## config.mk

```make
export PLATFORM = sky130hd
export DESIGN_NAME = regfile_wb_arbiter
export DESIGN_NICKNAME = d
export VERILOG_FILES = /design/src/rtl/regfile_wb_arbiter.sv
export SDC_FILE = /design/constraint.sdc
export NUM_CORES = 1
export LEC_CHECK = 0
export CORE_UTILIZATION = 45
export DETAILED_ROUTE_END_ITERATION = 7
export GPL_TIMING_DRIVEN = 0
export PLACE_DENSITY = 0.73
export REMOVE_ABC_BUFFERS = 1
export SKIP_LAST_GASP = 1
export SYNTH_ARGS = -nofsm -noshare
export SYNTH_HDL_FRONTEND = slang
export SYNTH_SLANG_ARGS = --single-unit
```

## constraint.sdc

```tcl
create_clock -name clk -period 3.3 [get_ports clk]
set_input_delay 0.495 -clock clk [delete_from_list [all_inputs] [get_ports clk]]
set_output_delay 0.495 -clock clk [all_outputs]
set_load 0.05 [all_outputs]
```

## src/rtl/regfile_wb_arbiter.sv

```systemverilog
// regfile_wb_arbiter
//
// This block drives the single register-file write port. It merges two
// sources of results:
//   - in-order pipeline writeback, which always has priority;
//   - long-latency results (mul/div/load returns), which arrive through a
//     valid/ready handshake and are buffered in a DEPTH-entry FIFO.
// The FIFO drains only in cycles with no pipeline writeback.
//
// A 32-bit pending scoreboard marks registers whose long-latency result has
// not committed yet, so decode can stall on them. Bit 0 is always 0.
//
// Optional build macro:
//   WB_BYPASS_EN - if defined, a long-latency result that arrives while the
//                  FIFO is empty and no pipeline write is present goes
//                  straight to rf_* (1-cycle latency).
//
// Ports:
//   clk, rst                    clock; asynchronous active-high reset
//   pipe_valid/_wr_addr/_wr_data/_jal/_link_addr
//                               pipeline writeback request
//   ll_issue_valid/_addr        marks a long-latency destination pending
//   ll_issue_conflict           the issued destination is already pending
//   ll_valid/_ready/_addr/_data long-latency result handshake
//   rf_wr_en/_wr_addr/_wr_data/_jal/_link_addr
//                               registered register-file write port
//   rd_addr0/1, rd_busy0/1      decode pending lookups
//   fifo_count                  long-latency FIFO occupancy
module regfile_wb_arbiter #(
  parameter int DEPTH = 4,
  parameter int CW    = 3
) (
  input  logic          clk,
  input  logic          rst,
  input  logic          pipe_valid,
  input  logic [4:0]    pipe_wr_addr,
  input  logic [31:0]   pipe_wr_data,
  input  logic          pipe_jal,
  input  logic [31:0]   pipe_link_addr,
  input  logic          ll_issue_valid,
  input  logic [4:0]    ll_issue_addr,
  output logic          ll_issue_conflict,
  input  logic          ll_valid,
  output logic          ll_ready,
  input  logic [4:0]    ll_addr,
  input  logic [31:0]   ll_data,
  output logic          rf_wr_en,
  output logic [4:0]    rf_wr_addr,
  output logic [31:0]   rf_wr_data,
  output logic          rf_jal,
  output logic [31:0]   rf_link_addr,
  input  logic [4:0]    rd_addr0,
  input  logic [4:0]    rd_addr1,
  output logic          rd_busy0,
  output logic          rd_busy1,
  output logic [CW-1:0] fifo_count
);

  localparam int PW = (DEPTH > 1) ? $clog2(DEPTH) : 1;

  // FIFO storage; no reset needed since the pointers define validity
  logic [4:0]    addr_mem [DEPTH];
  logic [31:0]   data_mem [DEPTH];
  logic [PW-1:0] wr_ptr;
  logic [PW-1:0] rd_ptr;

  logic [31:0]   pending;
  // The current rf_* write came from the long-latency path
  logic          from_ll;

  logic          fifo_full;
  logic          fifo_empty;
  logic          pop;
  logic          push;
  logic          bypass;
  logic [4:0]    head_addr;
  logic [31:0]   head_data;

  logic          wr_en_next;
  logic [4:0]    wr_addr_next;
  logic [31:0]   wr_data_next;
  logic          jal_next;
  logic [31:0]   link_next;
  logic          from_ll_next;

  assign fifo_full  = (fifo_count == CW'(DEPTH));
  assign fifo_empty = (fifo_count == '0);
  assign head_addr  = addr_mem[rd_ptr];
  assign head_data  = data_mem[rd_ptr];

  // The FIFO drains only when the pipeline leaves the write port free
  assign pop = !pipe_valid && !fifo_empty;

`ifdef WB_BYPASS_EN
  assign bypass = !pipe_valid && fifo_empty && ll_valid;
`else
  assign bypass = 1'b0;
`endif

  // When full, a same-cycle pop frees the slot the push needs
  assign ll_ready = !fifo_full || (!pipe_valid && fifo_full);
  // A bypassed result is written directly and never enters the FIFO
  assign push     = ll_valid && ll_ready && !bypass;

  assign rd_busy0          = pending[rd_addr0];
  assign rd_busy1          = pending[rd_addr1];
  assign ll_issue_conflict = pending[ll_issue_addr];

  // Write-port selection: pipeline, then FIFO head, then bypass.
  // Fields that a cycle does not load keep their previous value.
  always_comb begin
    wr_en_next   = 1'b0;
    jal_next     = 1'b0;
    wr_addr_next = rf_wr_addr;
    wr_data_next = rf_wr_data;
    link_next    = rf_link_addr;
    from_ll_next = 1'b0;
    if (pipe_valid) begin
      if (pipe_jal) begin
        wr_en_next   = 1'b1;
        jal_next     = 1'b1;
        wr_addr_next = 5'd31;
        wr_data_next = 32'd0;
        link_next    = pipe_link_addr;
      end else if (pipe_wr_addr != 5'd0) begin
        wr_en_next   = 1'b1;
        wr_addr_next = pipe_wr_addr;
        wr_data_next = pipe_wr_data;
      end
    end else if (pop) begin
      // r0 entries are popped but produce no write
      wr_en_next   = (head_addr != 5'd0);
      wr_addr_next = head_addr;
      wr_data_next = head_data;
      from_ll_next = 1'b1;
    end else if (bypass) begin
      wr_en_next   = (ll_addr != 5'd0);
      wr_addr_next = ll_addr;
      wr_data_next = ll_data;
      from_ll_next = 1'b1;
    end
  end

  always_ff @(posedge clk or posedge rst) begin
    if (rst) begin
      rf_wr_en     <= 1'b0;
      rf_wr_addr   <= 5'd0;
      rf_wr_data   <= 32'd0;
      rf_jal       <= 1'b0;
      rf_link_addr <= 32'd0;
      from_ll      <= 1'b0;
    end else begin
      rf_wr_en     <= wr_en_next;
      rf_wr_addr   <= wr_addr_next;
      rf_wr_data   <= wr_data_next;
      rf_jal       <= jal_next;
      rf_link_addr <= link_next;
      from_ll      <= from_ll_next;
    end
  end

  always_ff @(posedge clk) begin
    if (push) begin
      addr_mem[wr_ptr] <= ll_addr;
      data_mem[wr_ptr] <= ll_data;
    end
  end

  // Pointers wrap naturally because DEPTH is a power of two
  always_ff @(posedge clk or posedge rst) begin
    if (rst) begin
      wr_ptr     <= '0;
      rd_ptr     <= '0;
      fifo_count <= '0;
    end else begin
      if (push) wr_ptr <= wr_ptr + PW'(1);
      if (pop)  rd_ptr <= rd_ptr + PW'(1);
      fifo_count <= fifo_count + CW'(push) - CW'(pop);
    end
  end

  // Scoreboard. A bit clears on the edge where the register file commits
  // the long-latency write now on rf_*. A same-cycle issue to that register
  // wins over the clear.
  assign pending[0] = 1'b0;

  generate
    for (genvar gi = 1; gi < 32; gi++) begin : g_pending
      always_ff @(posedge clk or posedge rst) begin
        if (rst) begin
          pending[gi] <= 1'b0;
        end else if (ll_issue_valid && (ll_issue_addr == 5'(gi))) begin
          pending[gi] <= 1'b1;
        end else if (rf_wr_en && from_ll && (rf_wr_addr == 5'(gi))) begin
          pending[gi] <= 1'b0;
        end
      end
    end
  endgenerate

endmodule
```

### Word level (Yosys, flattened, before mapping)

Memory sizes are Yosys's and may differ from the RTL's.
Cells that the tools add are included.

| storage, ports and cells | value |
|---|---|
| logic and storage cells | 306 |
| input port bits | 127 |
| RAM bits | 148 |
| memories | 2 |
| flip-flop bits (word level) | 110 |
| output and inout port bits | 78 |

| operators by class | value |
|---|---|
| muxes and demuxes | 86 |
| $add $sub $neg | 4 |
| equal/unequal tests | 64 |
| reduce and logical (&&, ||, !) cells | 107 |
| magnitude comparators | 3 |

Memory list:

| name | words | bits a word | read ports | clocked after Yosys merged registers in | wr ports | RTL line | RTL |
|---|---|---|---|---|---|---|---|
| data_mem | 4 | 32 | 1 | 0 | 1 | 63 | `logic [31:0] data_mem [DEPTH];` |
| addr_mem | 4 | 5 | 1 | 0 | 1 | 62 | `logic [4:0] addr_mem [DEPTH];` |

Operators by type and width:

| kind | count |
|---|---|
| $eq 5x5->1 const B | 32 |
| $mux 32 | 4 |
| $eq 5x4->1 const B | 16 |
| $mux 1 | 75 |
| $logic_and 1x1->1 | 66 |
| $reduce_bool 2->1 | 32 |
| $eq 5x3->1 const B | 8 |
| $eq 5x2->1 const B | 4 |
| $mux 5 | 4 |
| $lt 5x6->1 const B | 3 |
| $bmux 1 s5 | 3 |
| $eq 5x1->1 const B | 2 |
| $reduce_bool 5->1 | 2 |
| $add 2x1->2 const B | 2 |
| $reduce_and 2->1 | 2 |
| $add 3x1->3 | 1 |
| $eq 3x3->1 const B | 1 |
| $logic_not 1->1 | 3 |
| $logic_not 3->1 | 1 |
| $ne 3x1->1 const B | 1 |
| $sub 3x1->3 | 1 |
| $logic_or 1x1->1 | 1 |

### Depth between registers and ports, before layout

| logic depth | value |
|---|---|
| depth after elaboration | 6 |
| depth in mapped cells | 10 |
| mapped depth without buffers | 10 |

### Least setup slack after synthesis

No wires, ideal clock.

| timing path | value |
|---|---|
| kind | reg-to-reg |
| from | register fifo_count[2] |
| to | register fifo_count[2] |
| arrival time | 2738 ps |
| data required time | 3158 ps |
| setup slack | 420 ps |
| clock period less this slack | 2880 ps |
| library setup time | 142 ps |
| path buffers | 0 |
| stages on the path, launching flop included | 10 |
| path through | dfrtp_1 nand3_1 and2_1 inv_1 ha_1 inv_1 ha_1 fa_1 xor2_1 xnor2_1 |

| between the ends | value |
|---|---|
| word-level cells in the longest chain between the ends | 6 |
| elaborated cells between the ends (all ways) | 10 |
| classes of those cells | add/sub (2); eq/ne (1); reduce/logical (7) |

Ends and longest elaborated chain:

| what | RTL line | RTL |
|---|---|---|
| from (decl) | 56 | `output logic [CW-1:0] fifo_count` |
| from (signal assigned) | 178 | `fifo_count <= fifo_count + CW'(push) - CW'(pop);` |
| $eq 3x3->1 * | 86 | `assign fifo_full = (fifo_count == CW'(DEPTH));` |
| $logic_not 1->1 / $logic_and 1x1->1 (equally long branches) | 101 | `assign ll_ready = !fifo_full \|\| (!pipe_valid && fifo_full);` |
| $logic_or 1x1->1 * | 101 |  |
| net ll_ready | 44 | `output logic ll_ready,` |
| $logic_and 1x1->1 * | 103 | `assign push = ll_valid && ll_ready && !bypass;` |
| $add 3x1->3 * | 178 |  |
| $sub 3x1->3 * | 178 |  |

The timed path passes the listed nets; every way through them passes the cells marked *.
A chain may end at the register's enable or synchronous reset.

### Worst setup path after layout

| timing path | value |
|---|---|
| from | input port rd_addr1[1] |
| to | output port rd_busy1 |

| between the ends | value |
|---|---|
| word-level cells in the longest chain between the ends | 2 |

Ends and longest elaborated chain:

| what | RTL line | RTL |
|---|---|---|
| from (decl) | 53 | `input logic [4:0] rd_addr1,` |
| $bmux 1 s5 | 106 | `assign rd_busy1 = pending[rd_addr1];` |
| $mux 1 (implied by the code) | 106 |  |
| to (decl) | 55 | `output logic rd_busy1,` |

No other way between the ends. The select of a mux whose other input is x is not followed.

==> parameters.txt <==
Parameter                              Value

Outcome
  Status ... finished, final reports clean

Timing
  Final Hold Fails ... 0
  Fmax achieved ... 314 MHz
  Setup slack after layout ... 112 ps
  Period utilization ... 96.6%
  Endpoints failing setup ... 0
  Final setup TNS ... 0 ps
  Transition time at the pin with the least slew margin ... 902 ps
  Final-report max-slew violation count ... 0
  Setup clock skew after layout ... 6.71 ps
  Max-slew headroom ... 39.9%
  Unrepaired setup endpoints after global routing ... no
  Post-route minimum period ... 3190 ps

Yosys
  Cell types occupying the most area after synthesis ... edfxtp_1, dfrtp_1, mux4_2
  Most numerous cell in the Yosys netlist ... edfxtp_1
  Warning count from the yosys run ... 0
  Synthesized area ... 11,000 um^2
  Most instantiated cells after synthesis ... edfxtp_1, dfrtp_1, o21ai_0
  Cell count after synthesis ... 710
  Async set-reset flop share out of synthesis ... 42.6%
  Commonest register cell after synthesis ... edfxtp_1
  Mean cell area of the mapped netlist ... 15.5 um^2
  Sequential area share after synthesis ... 65.6%
  Flip-flop and latch count after synthesis ... 258
  Number of enable-type register cells in the synthesized netlist ... 148
  Cell taking the most area after synthesis ... edfxtp_1
  Post-synth top area share ... 40.5%
  Count of cell types in the netlist ... 48

Finish
  Ant. Diodes ... 0
  Nets ... 1,054
  Share of the core filled with cells in the final layout ... 60.3%
  Area growth syn-to-layout ... 30.1%
  Layout cells sized above 1 ... 17.6%

Setup path
  Data required time of the critical path ... 2800 ps
  Worst EP arrival ... 2690 ps
  Startpoint of the most critical register-to-register path ... fifo_count[1]$_DFF_PP0_
  Register-to-register setup slack ... 1000 ps
  Endpoint class of the critical path ... output pin
  Worst path cell trace ... clkdlybuf4s50_1, mux4_2, nor2b_1, or4_1, nand4_1, dlygate4sd2_1
  Worst-path maximum fanout ... 10
  Slowest-stage cell, CP ... clkdlybuf4s50_1
  Buf+Inv Stages, Crit Path ... 2
  Worst-case reg-to-reg path depth ... 10
  Delay-heaviest family, CP ... buffers and inverters
  Reg-to-Reg End ... fifo_count[2]$_DFF_PP0_
  Kind of start point of the critical path ... primary input
  Type of the worst setup path ... in2out
  Slowest Stage Delay on Critical Path ... 770 ps
  Logic depth of the worst setup path including buffers ... 6

Pwr
  Leakage power summed over all cells ... 0.00529 uW
  IR drop worst, VDD ... 599 uV
  Cell Pwr Density ... 829 nW/um^2
  Total power ... 11,800 uW

Drt
  Drt via density ... 5.37
  DR pass1 iterations ... 6
  Drt initial violations ... 361
  Wirelength, routed ... 24.5 mm
  Total number of vias ... 6,757
  Number of remaining DRC errors ... 0
  Detail Route Antenna Nets ... 0
  Wire length per cell after detailed routing ... 19.5 um

Floorplanning
  Die Wd ... 158 um
  Cell Rows ... 56
  Placeable core area ... 23,700 um^2
  Initial core utilization ... 46.4%
  Die Area ... 25,000 um^2
  Die height ... 158 um
  Number of top-level pins ... 205

Global routing
  Overall overflow remaining after global route ... 0
  Antenna violations before repair ... 1
  Wire length of the first global-routing pass ... 37.6 mm
  Largest net degree at the start of global routing ... 84
  Via count of the first global-routing pass ... 6,980
  Total routing usage reported by global routing ... 19.9%

Clock network
  Clock root buffer master ... clkbuf_16
  Clk Latency, worst-skew pair ... 520 ps
  Clock slew seen by the registers of the worst setup and hold paths ... 60 ps
  Total setup buffers inserted after CTS ... 0
  H-tree Lvls ... 1
  Number of sinks driven by the clock tree ... 258
  Clock tree from TritonCTS ... done
  Number of buffers inserted during clock tree synthesis ... 27
  Largest buffer count on any clock path ... 3

Worst hold path
  Class of the tightest hold or removal check ... in2async

Placed design
  HPWL after DPL ... 16.8 mm
  Final estimated routing congestion in global placement ... 0.839
  Worst slack after detailed placement ... -690 ps
  Port Buf Inserts ... 204

Run
  # Max-Cap Violations ... 0
where the power goes:
| group | switching, uW | internal [uW] | leakage, uW | total [uW] |
|---|---|---|---|---|
| combinational | 2370 | 1830 | 0.00227 | 4190 |
| clock | 1160 | 1620 | 0.000399 | 2770 |
| sequential | 585 | 4290 | 0.00262 | 4880 |
sequential cells by signal (all words and copies together), names as in the netlist:
signal and flops:
rf_jal 1, rf_link_addr 32, rf_wr_data 32, rf_wr_en 1, pending 31, rf_wr_addr 5
addr_mem 20, from_ll 1, wr_ptr 2, data_mem 128, rd_ptr 2, fifo_count 3
layer usage:
metal  part of all wire [%]  GRT usage [%]
met1                     42           26.2
met2                     49           33.2
met3                    6.9           4.11
met4                    2.2           5.95
met5                  0.053              0
area by class of cell:
class	count	area, um^2
fill	1873	9400
sequential	258	7200
multi-input combinational	373	3460
timing repair buffer	213	2220
clock buffer	42	782
tap	319	399
inverter	47	181
clock inverter	7	33.8
how the worst max path moves through the flow:
stage / start / endpoint
floorplan: rst / fifo_count[0]$_DFF_PP0_
finish: rd_addr1[1] / rd_busy1
detailed placement: ll_issue_addr[0] / ll_issue_conflict
global placement: rst / rf_wr_data[25]$_DFFE_PP0P_
global route: rd_addr1[1] / rd_busy1
CTS: ll_issue_addr[1] / ll_issue_conflict
cells by family after synthesis:
kind of cell	synth area share [%]
compound gates	5.48
xor+xnor	0.399
fa+ha+maj	0.866
buf+inv	3.10
flops	65.6
mux	20.0
simple gates	4.62
cells in the final DEF, fill, tap and decap left out, drive strengths merged, types with 4 or more instances in the layout:
cell type,instances
and3,5
buf,10
clkbuf,43
clkdlybuf4s50,198
clkinv,6
dfrtp,110
edfxtp,148
ha,6
inv,48
mux2,69
mux2i,20
mux4,54
nand2,52
nand2b,4
nand3,9
nor2,9
nor2b,8
o21ai,98
o22ai,5
worst register-to-register path: cells and delay by family, from the launching register on:
family	cells	cell delay [ps]
fa+ha+maj	3	720
simple gates	3	620
flops	1	430
xor+xnor	2	310
buf+inv	2	110
what timing repair did:
item                       CTS  global route
resized for setup            7             3
setup endpoints to repair    3             1
hold buffers                 0             0
stage by stage:
| step | cell area [um^2] | hold WS (ps) | cells |
|---|---|---|---|
| global route | 14300 | 334 | 1259 |
| detailed placement | 13500 | 481 | 1210 |
| finish | 14300 | 310 | 1259 |
| CTS | 14300 | 309 | 1259 |
| floorplan | 10800 | 499 | 678 |
| global placement | 13300 | 474 | 1201 |
Note: power is estimated with default switching activity, not from simulation.
==> patch 1, RTL diff (config.mk and constraints unchanged) <==
Add a define of `WB_BYPASS_EN`.
--- a/src/rtl/regfile_wb_arbiter.sv
+++ b/src/rtl/regfile_wb_arbiter.sv
@@ -27,4 +27,6 @@
 //   rd_addr0/1, rd_busy0/1      decode pending lookups
 //   fifo_count                  long-latency FIFO occupancy
+`define WB_BYPASS_EN
+
 module regfile_wb_arbiter #(
   parameter int DEPTH = 4,
Check against the original RTL: not equivalent (Yosys sat finds a counterexample within 4 cycles, from zero or initial values and one cycle with rst high).
==> patch 1 against the unedited design <==
Final area grew 3.5%. Sequential cell count unchanged. Synthesized area increased by 3.8%. Routed wire length up 5.5%. Setup slack better by 0.15 ns. Total power grew 5.3%. Count of clock-buffer cells in the layout did not move. Fmax increased by 4.8%. Critical endpoint is now rd_busy0.
==> patch 1: results (changes against the unedited design) <==
metric;value;unit;change
status;finished clean;;unchanged
largest stage delay on the critical path;0.70;ns;was 0.77 ns
LEAKAGE;5.49;nW;was 5.29 nW
cells after synthesis;770;;was 710
r2r worst-path depth;6;;was 10
worst reg2reg setup slack;0.35;ns;was 1.00 ns
fillcell total;1890;;was 1873
maximum fanout along the worst path;7;;was 10
worst clock skew;0.0595;ns;was 0.00671 ns
Synth area leaders;edfxtp_1 39%, dfrtp_1 24%, mux4_2 11%;;was edfxtp_1 40%, dfrtp_1 25%, mux4_2 11%
Seq/Total Area, Yosys;0.632;;was 0.656
number of global-route vias before repair;7587;;was 6980
top post-synthesis cells by count;148 x edfxtp_1, 110 x dfrtp_1, 62 x o21ai_0;;was 148 x edfxtp_1, 110 x dfrtp_1, 98 x o21ai_0
met3 usage;0.0429;;was 0.0411
M1 GR Usage;0.272;;was 0.262
met2 Resource Use GR;0.336;;was 0.332
worst r2r dst;rf_wr_data[10]$_DFFE_PP0P_;;was fifo_count[2]$_DFF_PP0_
Placed Instances;1261;;was 1210
CTS Buf Count;28;;was 27
RD Place Congestion;0.861;;was 0.839
antenna violations before repair;0;;was 1
crit path DAT;2.55;ns;was 2.69 ns
largest net degree at the start of global routing;87;;was 84
synth unique cells;44;;was 48
clk_lat worst skew;0.57;ns;was 0.52 ns
[patch 1: cell count changes after synthesis, moves of 8 or more]
cell and change:
nand2b_1 +34, a21o_1 +32, o21ai_0 -36, nand2_1 +8, inv_1 -38, clkbuf_1 +13
mux2_1 -15, mux2_2 -18, a221oi_1 +31, a21oi_1 +34
[patch 1: worst max path at each step]
stage                       startpoint                    endpoint  slack (ns)  depth (start not counted)
2_1_floorplan  fifo_count[1]$_DFF_PP0_     fifo_count[2]$_DFF_PP0_       -0.82                          8
3_3_place_gp   fifo_count[1]$_DFF_PP0_     fifo_count[2]$_DFF_PP0_       -2.90                          8
3_5_place_dp               rd_addr1[1]                    rd_busy1       -0.46                          6
4_1_cts                    rd_addr1[2]                    rd_busy1       -0.03                          6
5_1_grt        fifo_count[1]$_DFF_PP0_  rf_wr_data[10]$_DFFE_PP0P_        0.18                          6
6_report                   rd_addr0[2]                    rd_busy0        0.26                          6
[patch 1: repair_timing]
action                     CTS  global route
hold endpoints to repair     0             0
setup endpoints to repair    3             2
gates resized for setup     11             2
[patch 1: area by class of cell]
cell class,count,share of cell area
clock buffer,42,0.0564
clock inverter,9,0.00677
inverter,9,0.00262
multi-input combinational,453,0.266
sequential,258,0.487
tap,324,0.0274
timing repair buffer,217,0.153
[patch 1: routing by layer]
metal | part of all wire | vias to the layer above
li1 | - | 3372
met1 | 0.43 | 3706
met2 | 0.48 | 262
met3 | 0.070 | 42
met4 | 0.020 | 0
met5 | 0 | -
[patch 1: power breakdown]
part           switching (mW)  internal [mW]  leakage [nW]  total (mW)
Combinational            2.55           1.97          2.43        4.52
Clock                    1.24           1.82         0.457        3.07
Sequential              0.581           4.30          2.61        4.88
Total                    4.38           8.09          5.49        12.5
[patch 1: cells by family (layout without fill, tap and decap cells)]
kind of cell | after synthesis | count (layout) | synth area share
buffers and inverters | 59 | 277 | 0.0244
flip-flops | 258 | 258 | 0.632
AND/OR/NAND/NOR | 150 | 150 | 0.0662
adder cells (fa/ha/maj) | 7 | 7 | 0.00835
AO/OA/AOI/OAI | 184 | 184 | 0.105
multiplexers | 106 | 106 | 0.160
XOR/XNOR | 6 | 6 | 0.00461
[patch 1: stage by stage]
stage,setup WS [ns],util,hold slack (ns),area (sq um),setup TNS (ns)
5_1_grt,0.179,0.601,0.334,14800,0
3_5_place_dp,-0.458,0.563,0.465,13800,-13.21
2_1_floorplan,-0.819,-,0.499,11100,-14.09
4_1_cts,-0.0291,0.601,0.297,14800,-0.0291
6_report,0.259,0.601,0.314,14800,0
3_3_place_gp,-2.90,0.553,0.459,13600,-805.81
[patch 1: worst reg2reg max path, stage by stage (launching register included)]
cell and delay, ns:
dfrtp_1 0.46, or3_2 0.93, o32ai_4 0.72, buf_8 0.23, buf_8 0.21, a221oi_1 0.08, a21o_1 0.21
==> patch 2, RTL diff (same settings) <==
Without the edit above. Take the reset off `rf_wr_addr` and load it in a clocked block of its own.
--- a/src/rtl/regfile_wb_arbiter.sv
+++ b/src/rtl/regfile_wb_arbiter.sv
@@ -145,5 +145,4 @@
     if (rst) begin
       rf_wr_en     <= 1'b0;
-      rf_wr_addr   <= 5'd0;
       rf_wr_data   <= 32'd0;
       rf_jal       <= 1'b0;
@@ -152,5 +151,4 @@
     end else begin
       rf_wr_en     <= wr_en_next;
-      rf_wr_addr   <= wr_addr_next;
       rf_wr_data   <= wr_data_next;
       rf_jal       <= jal_next;
@@ -158,4 +156,8 @@
       from_ll      <= from_ll_next;
     end
+  end
+
+  always_ff @(posedge clk) begin
+    rf_wr_addr <= wr_addr_next;
   end
 
Function: changed (Yosys sat finds a counterexample within 4 cycles, from zero or initial values and one cycle with rst high).
==> patch 2 against the unedited design <==
Non-clock buffer count shrank 3. Critical path type unchanged. Sequential cell count is the same. Sequential share of layout area fell by 0.70 points. Via count rose by 2.2%. Routed wire length is 0.73% higher. Total power is 3.1% higher. First-iteration DRC count is 24% higher. Utilization fell by 0.70 points. Final area is 1.8% higher. Setup slack better by 0.046 ns. Synthesized area grew 2.0%.
==> patch 2: results (changes against the unedited design) <==
metric;value;unit;change
switching power;4.14;mW;was 4.11 mW
DR WL met3;1820;um;was 1700 um
largest stage delay on the critical path;0.72;ns;was 0.77 ns
CTS Buf Count;28;;was 27
total global-route track usage;0.201;;was 0.199
clk_lat worst skew;0.55;ns;was 0.52 ns
Slew headroom;0.412;;was 0.399
number of global-route vias before repair;7229;;was 6980
RD Place Congestion;0.824;;was 0.839
Placed Instances;1228;;was 1210
M1 WL;10300;um;about the same
status;finished clean;;unchanged
fraction of layout cells with a size suffix above 1;0.191;;was 0.176
number of enable flip-flop cells after synthesis;153;;was 148
worst reg2reg setup slack;0.86;ns;was 1.00 ns
Mean Syn Cell Area;15.4;sq um;was 15.5 sq um
top post-synthesis cells by count;153 x edfxtp_1, 105 x dfrtp_1, 97 x o21ai_0;;was 148 x edfxtp_1, 110 x dfrtp_1, 98 x o21ai_0
CTS resizes;6;;was 7
fin cells;1282;;was 1259
Final HPWL DP;16700;um;was 16800 um
met3 usage;0.0468;;was 0.0411
Synth area leaders;edfxtp_1 41%, dfrtp_1 23%, mux4_2 9.7%;;was edfxtp_1 40%, dfrtp_1 25%, mux4_2 11%
Post-Synth XOR/XNOR Area;0.00391;;was 0.00399
LEAKAGE;5.43;nW;was 5.29 nW
largest net degree at the start of global routing;54;;was 84
patch 2: layout make-up:
cell class / count / area (sq um)
timing repair buffer: 210 / 2150
tap: 324 / 405
fill: 1931 / 9860
multi-input combinational: 388 / 3590
sequential: 258 / 7230
antenna: 2 / 5.00
clock inverter: 10 / 135
inverter: 48 / 183
clock buffer: 42 / 835
patch 2: how the worst max path moves through the flow:
stage                                       to  cells after the start
finish                                rd_busy0                      6
global route                          rd_busy0                      6
CTS                          ll_issue_conflict                      6
detailed placement           ll_issue_conflict                      6
global placement    rf_wr_data[25]$_DFFE_PP0P_                      2
floorplan              fifo_count[0]$_DFF_PP0_                      1
patch 2: cell families after synthesis:
group / Yosys count
AOI/OAI and AO/OA: 123
xor gates and xnor gates: 5
adders and majority gates: 7
buffers and inverters: 82
DFF: 258
muxes: 135
and+or+nand+nor: 118
patch 2: per-stage QoR:
| step | utilization | cell area [sq um] | setup WS [ns] |
|---|---|---|---|
| final | 0.596 | 14500 | 0.157 |
| after global routing | 0.596 | 14500 | 0.0848 |
| after CTS | 0.596 | 14500 | -0.0605 |
| after detailed placement | 0.556 | 13600 | -0.691 |
| after global placement | 0.550 | 13400 | -1.82 |
| after floorplan | - | 11000 | 0.0445 |
patch 2: power by group through the flow:
| stage | combinational (mW) | sequential (mW) | clock (mW) |
|---|---|---|---|
| floorplan | 1.82 | 5.80 | 0 |
| global placement | 3.95 | 5.08 | 0 |
| detailed placement | 4.12 | 5.02 | 0 |
| CTS | 4.13 | 4.97 | 3.25 |
| global route | 4.37 | 5.09 | 3.38 |
| finish | 4.08 | 4.96 | 3.17 |
patch 2: critical path, delay by kind of cell:
kind / cells / cell delay (ns)
buffers and inverters: 2 / 1.25
muxes: 1 / 0.23
and+or+nand+nor: 2 / 0.61
AOI/OAI and AO/OA: 1 / 0.07
